===== config.mk =====
export PLATFORM = sky130hd
export DESIGN_NAME = flght_cmd_ctrl
export DESIGN_NICKNAME = d
export VERILOG_FILES = /design/src/rtl/flght_cmd_pkg.sv /design/src/rtl/flght_cmd_ctrl_sat_tmr.sv /design/src/rtl/flght_cmd_ctrl.sv
export SDC_FILE = /design/constraint.sdc
export NUM_CORES = 1
export LEC_CHECK = 0
export CORE_MARGIN = 1.5
export CORE_UTILIZATION = 60
export CTS_BUF_LIST = sky130_fd_sc_hd__clkbuf_4 sky130_fd_sc_hd__clkbuf_8
export DETAILED_ROUTE_END_ITERATION = 12
export GPL_ROUTABILITY_DRIVEN = 0
export PLACE_DENSITY = 0.88
export SETUP_SLACK_MARGIN = 0.4
export SYNTH_ARGS = -nofsm -noshare
export SYNTH_HDL_FRONTEND = slang
export SYNTH_SLANG_ARGS = --single-unit
export TNS_END_PERCENT = 50

===== constraint.sdc =====
create_clock -name clk -period 9.5 [get_ports clk]
set_input_delay 2.85 -clock clk [delete_from_list [all_inputs] [get_ports clk]]
set_output_delay 2.85 -clock clk [all_outputs]
set_load 0.01 [all_outputs]

===== src/rtl/flght_cmd_pkg.sv =====
// Shared opcode/state encodings and default response bytes for the flight command controller.
package flght_cmd_pkg;

    typedef enum logic [7:0] {
        OpSetPtch  = 8'h02,
        OpSetRoll  = 8'h03,
        OpSetYaw   = 8'h04,
        OpSetThrst = 8'h05,
        OpCalibrate = 8'h06,
        OpEmerLand = 8'h07,
        OpMtrsOff  = 8'h08
    } opcode_e;

    typedef enum logic [1:0] {
        StIdle,
        StCalSpin,
        StCalWait,
        StResp
    } state_e;

    localparam logic [7:0] RESP_ACK  = 8'hA5;
    localparam logic [7:0] RESP_NACK = 8'hEE;

endpackage


===== src/rtl/flght_cmd_ctrl_sat_tmr.sv =====
// Clearable, enabled up-counter that saturates at all-ones and flags the terminal count.
module sat_tmr #(
    parameter int unsigned W = 8
) (
    input  logic clk,
    input  logic rst_n,
    input  logic clr,
    input  logic en,
    output logic done
);

    logic [W-1:0] cnt_q;

    always_ff @(posedge clk or negedge rst_n) begin
        if (!rst_n) begin
            cnt_q <= '0;
        end else if (clr) begin
            cnt_q <= '0;
        end else if (en && !done) begin
            cnt_q <= cnt_q + W'(1);
        end
    end

    assign done = &cnt_q;

endmodule


===== src/rtl/flght_cmd_ctrl.sv =====
// Remote command decoder: holds attitude/thrust setpoints, sequences inertial calibration and
// ramps thrust down when the command link goes quiet.
module flght_cmd_ctrl
    import flght_cmd_pkg::*;
#(
    parameter int unsigned SP_W      = 16,
    parameter int unsigned THR_W     = 9,
    parameter int unsigned THR_MAX   = 400,
    parameter int unsigned SPIN_W    = 26,
    parameter int unsigned WDOG_W    = 24,
    parameter int unsigned RAMP_W    = 12,
    parameter int unsigned RAMP_STEP = 4,
    parameter logic [7:0]  ACK       = RESP_ACK,
    parameter logic [7:0]  NACK      = RESP_NACK
) (
    input  logic                    clk,
    input  logic                    rst_n,
    input  logic                    cmd_rdy,
    input  logic [7:0]              cmd,
    input  logic [15:0]             data,
    input  logic                    cal_done,
    output logic                    clr_cmd_rdy,
    output logic [7:0]              resp,
    output logic                    send_resp,
    output logic signed [SP_W-1:0]  d_ptch,
    output logic signed [SP_W-1:0]  d_roll,
    output logic signed [SP_W-1:0]  d_yaw,
    output logic [THR_W-1:0]        thrst,
    output logic                    strt_cal,
    output logic                    inertial_cal,
    output logic                    motors_off,
    output logic                    comm_lost
);

    localparam logic [THR_W-1:0] THR_MAX_C = THR_W'(THR_MAX);
    localparam logic [THR_W-1:0] STEP_C    = THR_W'(RAMP_STEP);

    state_e            state_q, state_d;
    logic [SP_W-1:0]   ptch_q, ptch_d, roll_q, roll_d, yaw_q, yaw_d;
    logic [THR_W-1:0]  thrst_q, thrst_d;
    logic [7:0]        resp_q, resp_d;
    logic              moff_q, moff_d;
    logic              cal_q, cal_d;
    logic              lost_q, lost_d;

    logic              spin_clr, spin_en, spin_done;
    logic              wdog_clr, wdog_en, wdog_done;
    logic              ramp_clr, ramp_en, ramp_done, ramp_tick;
    logic [THR_W-1:0]  thr_set, thr_dec;

    assign spin_en   = (state_q == StCalSpin);
    assign wdog_en   = (state_q == StIdle) && !moff_q;
    assign ramp_en   = lost_q && !moff_q;
    assign ramp_tick = ramp_en && ramp_done;
    // Restarting on each tick gives a period of exactly 2**RAMP_W cycles.
    assign ramp_clr  = !lost_q || ramp_tick;

    assign thr_set = (data[THR_W-1:0] > THR_MAX_C) ? THR_MAX_C : data[THR_W-1:0];
    assign thr_dec = (thrst_q > STEP_C) ? (thrst_q - STEP_C) : '0;

    sat_tmr #(.W(SPIN_W)) u_spin_tmr (
        .clk   (clk),
        .rst_n (rst_n),
        .clr   (spin_clr),
        .en    (spin_en),
        .done  (spin_done)
    );

    sat_tmr #(.W(WDOG_W)) u_wdog_tmr (
        .clk   (clk),
        .rst_n (rst_n),
        .clr   (wdog_clr),
        .en    (wdog_en),
        .done  (wdog_done)
    );

    sat_tmr #(.W(RAMP_W)) u_ramp_tmr (
        .clk   (clk),
        .rst_n (rst_n),
        .clr   (ramp_clr),
        .en    (ramp_en),
        .done  (ramp_done)
    );

    always_comb begin
        state_d     = state_q;
        ptch_d      = ptch_q;
        roll_d      = roll_q;
        yaw_d       = yaw_q;
        thrst_d     = thrst_q;
        resp_d      = resp_q;
        moff_d      = moff_q;
        cal_d       = cal_q;
        lost_d      = lost_q;
        clr_cmd_rdy = 1'b0;
        strt_cal    = 1'b0;
        spin_clr    = 1'b0;
        wdog_clr    = 1'b0;

        unique case (state_q)
            StIdle: begin
                if (cmd_rdy) begin
                    // An accepted command always beats a same-cycle watchdog expiry.
                    clr_cmd_rdy = 1'b1;
                    wdog_clr    = 1'b1;
                    lost_d      = 1'b0;
                    resp_d      = ACK;
                    state_d     = StResp;
                    case (cmd)
                        OpSetPtch:  ptch_d  = data[SP_W-1:0];
                        OpSetRoll:  roll_d  = data[SP_W-1:0];
                        OpSetYaw:   yaw_d   = data[SP_W-1:0];
                        OpSetThrst: thrst_d = thr_set;
                        OpCalibrate: begin
                            moff_d   = 1'b0;
                            cal_d    = 1'b1;
                            spin_clr = 1'b1;
                            state_d  = StCalSpin;
                        end
                        OpEmerLand: begin
                            ptch_d  = '0;
                            roll_d  = '0;
                            yaw_d   = '0;
                            thrst_d = '0;
                        end
                        OpMtrsOff: begin
                            moff_d  = 1'b1;
                            thrst_d = '0;
                        end
                        default: resp_d = NACK;
                    endcase
                end else if (lost_q) begin
                    if (ramp_tick) begin
                        thrst_d = thr_dec;
                        if (thr_dec == '0) begin
                            moff_d = 1'b1;
                        end
                    end
                end else if (wdog_done && !moff_q) begin
                    lost_d = 1'b1;
                    ptch_d = '0;
                    roll_d = '0;
                    yaw_d  = '0;
                end
            end
            StCalSpin, StCalWait: begin
                // Only MTRS_OFF may interrupt calibration; anything else waits pending.
                if (cmd_rdy && (cmd == OpMtrsOff)) begin
                    clr_cmd_rdy = 1'b1;
                    wdog_clr    = 1'b1;
                    lost_d      = 1'b0;
                    moff_d      = 1'b1;
                    thrst_d     = '0;
                    cal_d       = 1'b0;
                    resp_d      = ACK;
                    state_d     = StResp;
                end else if ((state_q == StCalSpin) && spin_done) begin
                    strt_cal = 1'b1;
                    state_d  = StCalWait;
                end else if ((state_q == StCalWait) && cal_done) begin
                    cal_d   = 1'b0;
                    resp_d  = ACK;
                    state_d = StResp;
                end
            end
            StResp: state_d = StIdle;
            default: state_d = StIdle;
        endcase
    end

    always_ff @(posedge clk or negedge rst_n) begin
        if (!rst_n) begin
            state_q <= StIdle;
            ptch_q  <= '0;
            roll_q  <= '0;
            yaw_q   <= '0;
            thrst_q <= '0;
            resp_q  <= 8'h00;
            moff_q  <= 1'b1;
            cal_q   <= 1'b0;
            lost_q  <= 1'b0;
        end else begin
            state_q <= state_d;
            ptch_q  <= ptch_d;
            roll_q  <= roll_d;
            yaw_q   <= yaw_d;
            thrst_q <= thrst_d;
            resp_q  <= resp_d;
            moff_q  <= moff_d;
            cal_q   <= cal_d;
            lost_q  <= lost_d;
        end
    end

    assign send_resp    = (state_q == StResp);
    assign resp         = resp_q;
    assign d_ptch       = ptch_q;
    assign d_roll       = roll_q;
    assign d_yaw        = yaw_q;
    assign thrst        = thrst_q;
    assign inertial_cal = cal_q;
    assign motors_off   = moff_q;
    assign comm_lost    = lost_q;

endmodule


== Word level (Yosys, flattened, before mapping) ==
Cells that the tools add are included.

* Register bits: 132
* Bits of input ports: 28
* Logic and storage cells: 142

* Add/sub/neg operators: 4
* Magnitude comparators: 2
* Equality and inequality tests: 25
* Multiplexer cells: 61
* Reductions and logical operators: 38

{| class="wikitable"
|+ Operators with widths
! cell !! count
|-
| 16-bit one-hot mux with 2 select lines || 3
|-
| 16-bit two-way mux || 5
|-
| 9-bit two-way mux || 6
|-
| 26-bit two-way mux || 2
|-
| 24-bit two-way mux || 2
|-
| 9-bit one-hot mux with 2 select lines || 2
|-
| 8-bit by 3-bit == test with 1-bit output (second input constant) || 4
|-
| 8-bit two-way mux || 4
|-
| 26-bit by 1-bit adder with 26-bit output (second input constant) || 1
|-
| 26-bit AND reduction || 1
|-
| 24-bit by 1-bit adder with 24-bit output (second input constant) || 1
|-
| 12-bit two-way mux || 2
|-
| 24-bit AND reduction || 1
|-
| 1-bit two-way mux || 22
|-
| 8-bit by 2-bit == test with 1-bit output (second input constant) || 2
|-
| 8-bit one-hot mux with 2 select lines || 1
|-
| 4-bit AND reduction || 4
|-
| 12-bit by 1-bit adder with 12-bit output (second input constant) || 1
|-
| 3-bit inequality test (second input constant) || 4
|-
| 12-bit AND reduction || 1
|-
| 1-bit logical AND || 10
|-
| 2-bit two-way mux || 5
|-
| 1-bit one-hot mux with 2 select lines || 5
|-
| 5-bit AND reduction || 2
|-
| 24 further kinds || 39
|}

== Longest topological paths before layout ==
Gate-level depths: netlist (run 1).

* Depth in word-level cells: 8
* Mapped depth: 10
* Mapped depth without buffers: 8

== Modules after synthesis ==
A second synthesis (run 1) with hierarchy kept.

* Cells, all modules: 698
* Area total of the unflattened synthesis: 6,840.3 µm²

{| class="wikitable"
|+ Modules (own cells, without submodules)
! module !! instances !! cells each !! area each (µm²) !! sequential area each (µm²)
|-
| flght_cmd_ctrl || 1 || 330 || 3,334.4 || 1,627.8
|-
| sat_tmr (u_spin_tmr) || 1 || 162 || 1,516.5 || 650.6
|-
| sat_tmr (u_wdog_tmr) || 1 || 139 || 1,327.5 || 600.6
|-
| sat_tmr (u_ramp_tmr) || 1 || 67 || 661.9 || 300.3
|}

== Worst setup path before layout (run 1) ==
OpenSTA, ideal clock, no wires.

* Path type: in2out
* Start: in cmd[5]
* End: out clr_cmd_rdy
* Arrival: 4.293 ns
* Required time: 6.650 ns
* Setup slack: 2.357 ns
* Cell stages on the path: 5
* Buffers on the path: 1
* Cells stage by stage: or4_1 nor2_1 a21oi_1 nor3b_2 buf_2

* Word-level cells in the longest chain between the ends: 4

{| class="wikitable"
|+ RTL lines
! element !! RTL line !! RTL
|-
| from (decl) || flght_cmd_ctrl.sv:19 || <nowiki>input logic [7:0] cmd,</nowiki>
|-
| 8-bit by 4-bit == test with 1-bit output || flght_cmd_ctrl.sv:148 || <nowiki>if (cmd_rdy && (cmd == OpMtrsOff)) begin</nowiki>
|-
| 1-bit logical AND || flght_cmd_ctrl.sv:148 ||
|-
| 1-bit two-way mux || flght_cmd_ctrl.sv:148 ||
|-
| 1-bit one-hot mux with 2 select lines || flght_cmd_ctrl.sv:100 || <nowiki>unique case (state_q)</nowiki>
|-
| to (decl) || flght_cmd_ctrl.sv:22 || <nowiki>output logic clr_cmd_rdy,</nowiki>
|}

No other way between the ends.

== Final worst setup path (run 1) ==
Same ends and word-level chain as after synthesis.

==> results of run 1 <==
## state kept, by name, summed over array words and instances (netlist names), 2 cells and up
name and flops:
d_ptch 16, d_roll 16, d_yaw 16, resp 3, state_q 2, thrst 9, u_ramp_tmr.cnt_q 12, u_spin_tmr.cnt_q 26
u_wdog_tmr.cnt_q 24
## cells by family after synthesis
family                   share of synthesized area (%)
adder cells (fa/ha/maj)                           1.94
other                                           0.0581
buffers and inverters                             3.49
flip-flops                                        49.3
multiplexers                                     0.989
XOR/XNOR                                          7.46
AO/OA/AOI/OAI                                     12.6
AND/OR/NAND/NOR                                   24.2
## worst paths after layout
check | start | to | slack, ns | cells past startpoint
max reg2reg | state_q[0]$_DFFE_PN0P_ | d_roll[3]$_DFFE_PN0P_ | 6.36 | 8
min reg2reg | d_roll[6]$_DFFE_PN0P_ | d_roll[6]$_DFFE_PN0P_ | 0.49 | 2
max | cmd[5] | clr_cmd_rdy | 1.11 | 7
min in group asynchronous | rst_n | u_spin_tmr.cnt_q[11]$_DFFE_PN0P_ | 2.47 | 1
min | d_roll[6]$_DFFE_PN0P_ | d_roll[6]$_DFFE_PN0P_ | 0.49 | 2
max in group asynchronous | rst_n | d_yaw[14]$_DFFE_PN0P_ | 5.73 | 2
## through the flow
stage | instance area, um2 | hold slack [ns] | total power (uW)
after floorplan | 6450 | 0.497 | 1380
after global placement | 7450 | 0.464 | 1700
after detailed placement | 7450 | 0.472 | 1760
after CTS | 7870 | 0.491 | 2260
after global routing | 7870 | 0.527 | 2400
final | 7870 | 0.489 | 2260
## cells in the mapped netlist, drive strengths merged, types with 4 or more instances
cell type | instances | area share [%]
o41ai | 6 | 1.2
buf | 22 | 1.9
o21ai | 71 | 5.5
nor3 | 20 | 1.6
and3 | 12 | 1.2
o2bb2ai | 6 | 0.81
a21oi | 17 | 1.3
nand4 | 17 | 1.6
ha | 10 | 1.9
inv | 17 | 0.99
nor2 | 84 | 4.9
and4 | 7 | 0.95
dfrtp | 126 | 49
nand3 | 27 | 2.1
o22ai | 4 | 0.39
nor2b | 6 | 0.58
xor2 | 22 | 3.0
nand2b | 5 | 0.60
or2 | 8 | 0.78
clkbuf | 11 | 0.64
a31oi | 4 | 0.48
nor4 | 9 | 1.2
nand2 | 110 | 6.4
xnor2 | 33 | 4.5
or3 | 7 | 0.68
## critical path, delay by kind of cell
kind	cells	cell delay, ns
buf+inv	3	1.30
simple gates	3	1.23
compound gates	1	0.15
## area by class of cell
| class | instances | area [um2] |
|---|---|---|
| well taps | 136 | 170 |
| flip-flops and latches | 127 | 3180 |
| inverters | 17 | 63.8 |
| clock buffers | 17 | 234 |
| repair buffers | 100 | 991 |
| multi-input cells | 527 | 3050 |
| fillers | 664 | 2500 |
| clock inverters | 15 | 185 |
## where the power goes
group | internal [uW] | switching [uW]
Clock | 263 | 233
Sequential | 743 | 178
Combinational | 397 | 449
## routing by layer
metal | up-vias | wire (um) | track usage (%)
met5 | - | 0 | 0
met3 | 33 | 1180 | 6.87
met4 | 0 | 365 | 11.1
li1 | 2604 | - | -
met2 | 268 | 7910 | 50.0
met1 | 2780 | 6750 | 39.0
==> impl_metrics.ini, run 1 <==
[floorplanning]
ios = 99
die_x_um = 107
fp.dieH_um = 107
core_mm2 = 0.0104
initial_core_util_pct = 62.2
rows = 37
die_area_mm2 = 0.0114

[yosys]
ys_seq_area_share_pct = 49.3
ys_warn_count = 0
synth_cells = 704
syn-cell-area_mm2 = 0.00645
synth_enable_flop_cells = 0
syn_nets = 742
ys.flop_type = dfrtp_1
ys_ff_latch = 127
async_reset_ff_share_pct = 100
avgSynthCellArea_um2 = 9.17
synth.distinct_cells = 63

[setup_path]
required_ns = 6.65
crit_type = input pin to output port
max_stage_delay_ns = 0.66
start_kind = input pin
cpMostUsedCell = clkdlybuf4s50_1
cp.arrival_ns = 5.54
critical_path.cell_chain = clkdlybuf4s50_1, or4_1, nor2_1, a21oi_1, nor3b_2, buf_4, clkdlybuf4s50_1
crit_path_end_kind = output port
worst_path_max_delay_cell = or4_1
cp_max_fo = 25

[flow_run]
drv_cap = 0

[sta]
fin_ws_ns = 1.11
final_max_slew_viol_count = 0
rsz0062_at_grt = no
relSlewSlack_pct = 26.9
hold_violations = 0
finalCriticalPeriod_ns = 8.39
period_share_pct = 88.4
clock_skew_ns = 0.0121
worstMarginPinSlew_ns = 1.08
setup_viol = 0
timing.fmax_ghz = 0.119
timing.setup.tns_ns = 0

[layout]
layout-drive-gt1-share_pct = 6.97
utilization_pct = 75.9
final_common_cell = dfrtp_1
n_antenna_cell = 0
layout-area-overhead-vs-synth_pct = 22.0
layout.nets = 828
layout.cells.non_filler = 939
final_cell_mix = dfrtp_1 (126), nand2_1 (110), clkdlybuf4s50_1 (96), nor2_1 (84), o21ai_0 (36)

[place]
post-place-cells = 907
place_hpwl_um = 11200
io_buffers = 97
post-place-ws_ns = 1.17

[clocking]
cts_sinks = 127
postCtsSetupRepairBufs = 0
cts_resized = 0
htreeDepth = 4
cts_tree = done
cts-root-buf = clkbuf_8
numCtsBuffers = 17
clock_latency_ns = 0.44
clk_pin_slew_ns = 0.08
hold_buffers = 0
cts_max_path_buffers = 2

[detailed_routing]
dr.pass1.iters = 5
wirelength_um = 16200
routedWlPerCell_um = 17.3
ant_nets = 0
drc = 0
drt_iter0_drc = 553
via_per_inst = 6.05
vias = 5685

[global_route]
grt_usage_pct = 30.2
antenna_found_initial = 0
grt_pass1_vias = 5635
grt_overflow_total = 0
grt_max_degree = 69
grt_pass1_wl_um = 27000

[power]
ir_drop_uv = 148
p_leak_uw = 0.00330
powerDensity_mw_per_mm2 = 287

[min_path]
hold_class = flop to flop

[run_status]
status = finished, final reports clean
Power figures use the tool's default switching activity.
==> run 2, diff against run 1 <==
--- a/config.mk
+++ b/config.mk
@@ -5,14 +5,16 @@
 export SDC_FILE = /design/constraint.sdc
 export NUM_CORES = 1
 export LEC_CHECK = 0
-export CORE_MARGIN = 1.5
-export CORE_UTILIZATION = 60
+export CORE_MARGIN = 1
+export CORE_UTILIZATION = 61
 export CTS_BUF_LIST = sky130_fd_sc_hd__clkbuf_4 sky130_fd_sc_hd__clkbuf_8
+export CTS_CLUSTER_SIZE = 10
 export DETAILED_ROUTE_END_ITERATION = 12
 export GPL_ROUTABILITY_DRIVEN = 0
 export PLACE_DENSITY = 0.88
 export SETUP_SLACK_MARGIN = 0.4
 export SYNTH_ARGS = -nofsm -noshare
 export SYNTH_HDL_FRONTEND = slang
+export SYNTH_HIERARCHICAL = 1
 export SYNTH_SLANG_ARGS = --single-unit
 export TNS_END_PERCENT = 50
==> run 2 against run 1 <==
Effect of this change: design area rose by 4.2%; critical path depth fell by 1; area after synthesis rose by 6.0%; synthesized cell count fell by 0.85%; largest cell class is now multi-input gates; largest power group is now combinational cells; combinational power fell by 6.2%.
==> impl_metrics.ini, run 2 <==
[run_status]
status = finished, final reports clean

[power]
ir_drop_uv = 201
powerDensity_mw_per_mm2 = 243
p_leak_uw = 0.00330

[detailed_routing]
ant_nets = 0
wirelength_um = 17900
drc = 0
dr.pass1.iters = 5
routedWlPerCell_um = 19.1
via_per_inst = 6.50
drt_iter0_drc = 627
vias = 6099

[layout]
largest_reg_flops = 26
layout-area-overhead-vs-synth_pct = 20.0
fillers = 722
regMostFlops = u_spin_tmr/cnt_q
regArea_mm2 = 0.00318
final_common_cell = dfrtp_1
post-route-cell-area_mm2 = 0.00821
final_cell_mix = dfrtp_1 (126), clkdlybuf4s50_1 (96), nand2_1 (69), nor2_1 (61), a21oi_1 (31)
layout.nets = 824
reg.largest.list = u_spin_tmr/cnt_q (26), u_wdog_tmr/cnt_q (24)
n_antenna_cell = 0
layout-drive-gt1-share_pct = 9.65
multi_input_area_mm2 = 0.00340

[yosys]
synthTopCellsByCount = dfrtp_1 (126), nand2_1 (69), nor2_1 (61)
yosys.area.top_type = dfrtp_1
ys_ff_latch = 127
synth_most_common_cell = dfrtp_1
syn-cell-area_mm2 = 0.00684
synth_area_leaders = dfrtp_1 (46%), nand2_1 (3.8%), nor2_1 (3.3%), xor2_1 (2.6%), a32o_1 (2.3%)
ys_seq_area_share_pct = 46.5
ys.flop_type = dfrtp_1
async_reset_ff_share_pct = 100
synth.distinct_cells = 86
ys_warn_count = 6
avgSynthCellArea_um2 = 9.80
synth_enable_flop_cells = 0
synth_top_area_share_pct = 46.1
synth_cells = 698
syn_nets = 737

[setup_path]
crit_path_end_kind = output port
cp.arrival_ns = 5.31
start_kind = input pin
r2r_setup_slack_ns = 6.09
required_ns = 6.65
cp_max_fo = 7
crit_type = input pin to output port

[sta]
final_max_slew_viol_count = 0
clock_skew_ns = 0.00921
relSlewSlack_pct = 29.3
worstMarginPinSlew_ns = 1.05
timing.setup.tns_ns = 0
hold_violations = 0
period_share_pct = 85.9
setup_viol = 0
rsz0062_at_grt = no
finalCriticalPeriod_ns = 8.16
timing.fmax_ghz = 0.123

[floorplanning]
initial_core_util_pct = 62.8
die_x_um = 108
core_mm2 = 0.0109
rows = 38
ios = 99
die_area_mm2 = 0.0116
fp.dieH_um = 108

[clocking]
clock_latency_ns = 0.46
clk_pin_slew_ns = 0.08
cts-root-buf = clkbuf_8
cts_tree = done
postCtsSetupRepairBufs = 0
cts_max_path_buffers = 2
hold_buffers = 0
htreeDepth = 4
cts_sinks = 127
numCtsBuffers = 17
cts_resized = 0

[min_path]
hold_class = flop to flop

[place]
place_hpwl_um = 12400
io_buffers = 97
place_area_mm2 = 0.00785

[global_route]
grt_usage_pct = 32.4
grt_max_degree = 69
antenna_found_initial = 0
grt_overflow_total = 0
grt_pass1_vias = 5844
grt_pass1_wl_um = 28800

[flow_run]
drv_cap = 0
[run 2: cell count changes in the layout (fill, tap and decap cells not counted), moves of 7 or more]
cell,before,now
nand2_1,110,69
nor2_1,84,61
a21oi_1,17,31
o21ai_0,36,24
o21ai_1,35,28
a22o_1,0,16
a32o_1,0,16
and3_1,12,4
xnor2_1,33,17
[run 2: cell type report]
| cell class | count | share of cell area [%] |
|---|---|---|
| sequential | 127 | 38.7 |
| multi-input combinational | 514 | 41.5 |
| tap | 140 | 2.13 |
| clock buffer | 20 | 3.28 |
| clock inverter | 12 | 1.05 |
| inverter | 23 | 1.05 |
| timing repair buffer | 102 | 12.3 |
[run 2: worst paths after layout]
kind | depth (start not counted) | start | endpoint
setup reg to reg | 9 | u_wdog_tmr/cnt_q[0]$_DFFE_PN0P_ | d_ptch[12]$_DFFE_PN0P_
hold / removal | 2 | d_yaw[1]$_DFFE_PN0P_ | d_yaw[1]$_DFFE_PN0P_
min in group asynchronous | 1 | rst_n | u_ramp_tmr/cnt_q[9]$_DFFE_PN0P_
hold reg to reg | 2 | d_yaw[1]$_DFFE_PN0P_ | d_yaw[1]$_DFFE_PN0P_
setup / recovery | 6 | cmd[5] | clr_cmd_rdy
max in group asynchronous | 2 | rst_n | d_yaw[11]$_DFFE_PN0P_
[run 2: routing by layer]
layer	wire length, um	vias to the layer above	GRT usage, %
met1	7210	2999	40.2
met3	1510	44	10.8
met2	8740	270	52.2
li1	-	2786	-
met4	444	0	12.5
met5	0	-	0
[run 2: report_power, final]
group	switching, uW	internal [uW]	total (uW)
Clock	225	198	423
Combinational	468	325	793
Sequential	127	652	779
Total	820	1170	1990
[run 2: critical path, stage by stage]
cell and delay, ns:
clkdlybuf4s50_1 0.45, or4_1 0.78, nor2_8 0.23, a21oi_1 0.10
nor3b_2 0.31, clkdlybuf4s50_1 0.59
[run 2: kinds of logic after synthesis]
kind of cell             count (synthesis)  synth area share, %
XOR/XNOR                                37                 4.74
buffers and inverters                   57                 3.82
flip-flops                             127                 46.5
other                                    1               0.0548
multiplexers                             6                0.896
AND/OR/NAND/NOR                        277                 23.0
adder cells (fa/ha/maj)                 11                 2.01
AO/OA/AOI/OAI                          182                 19.0
[run 2: stage by stage]
| step | power [uW] | worst slack [ns] | cells | hold slack [ns] | util, % |
|---|---|---|---|---|---|
| detailed placement | 1560 | 1.36 | 906 | 0.482 | 72.1 |
| CTS | 1990 | 1.37 | 938 | 0.501 | 75.4 |
| global placement | 1520 | 1.44 | 906 | 0.467 | 72.1 |
| floorplan | 1280 | 2.15 | 698 | 0.469 | - |
| global route | 2110 | 1.28 | 938 | 0.526 | 75.4 |
| finish | 1990 | 1.34 | 938 | 0.498 | 75.4 |
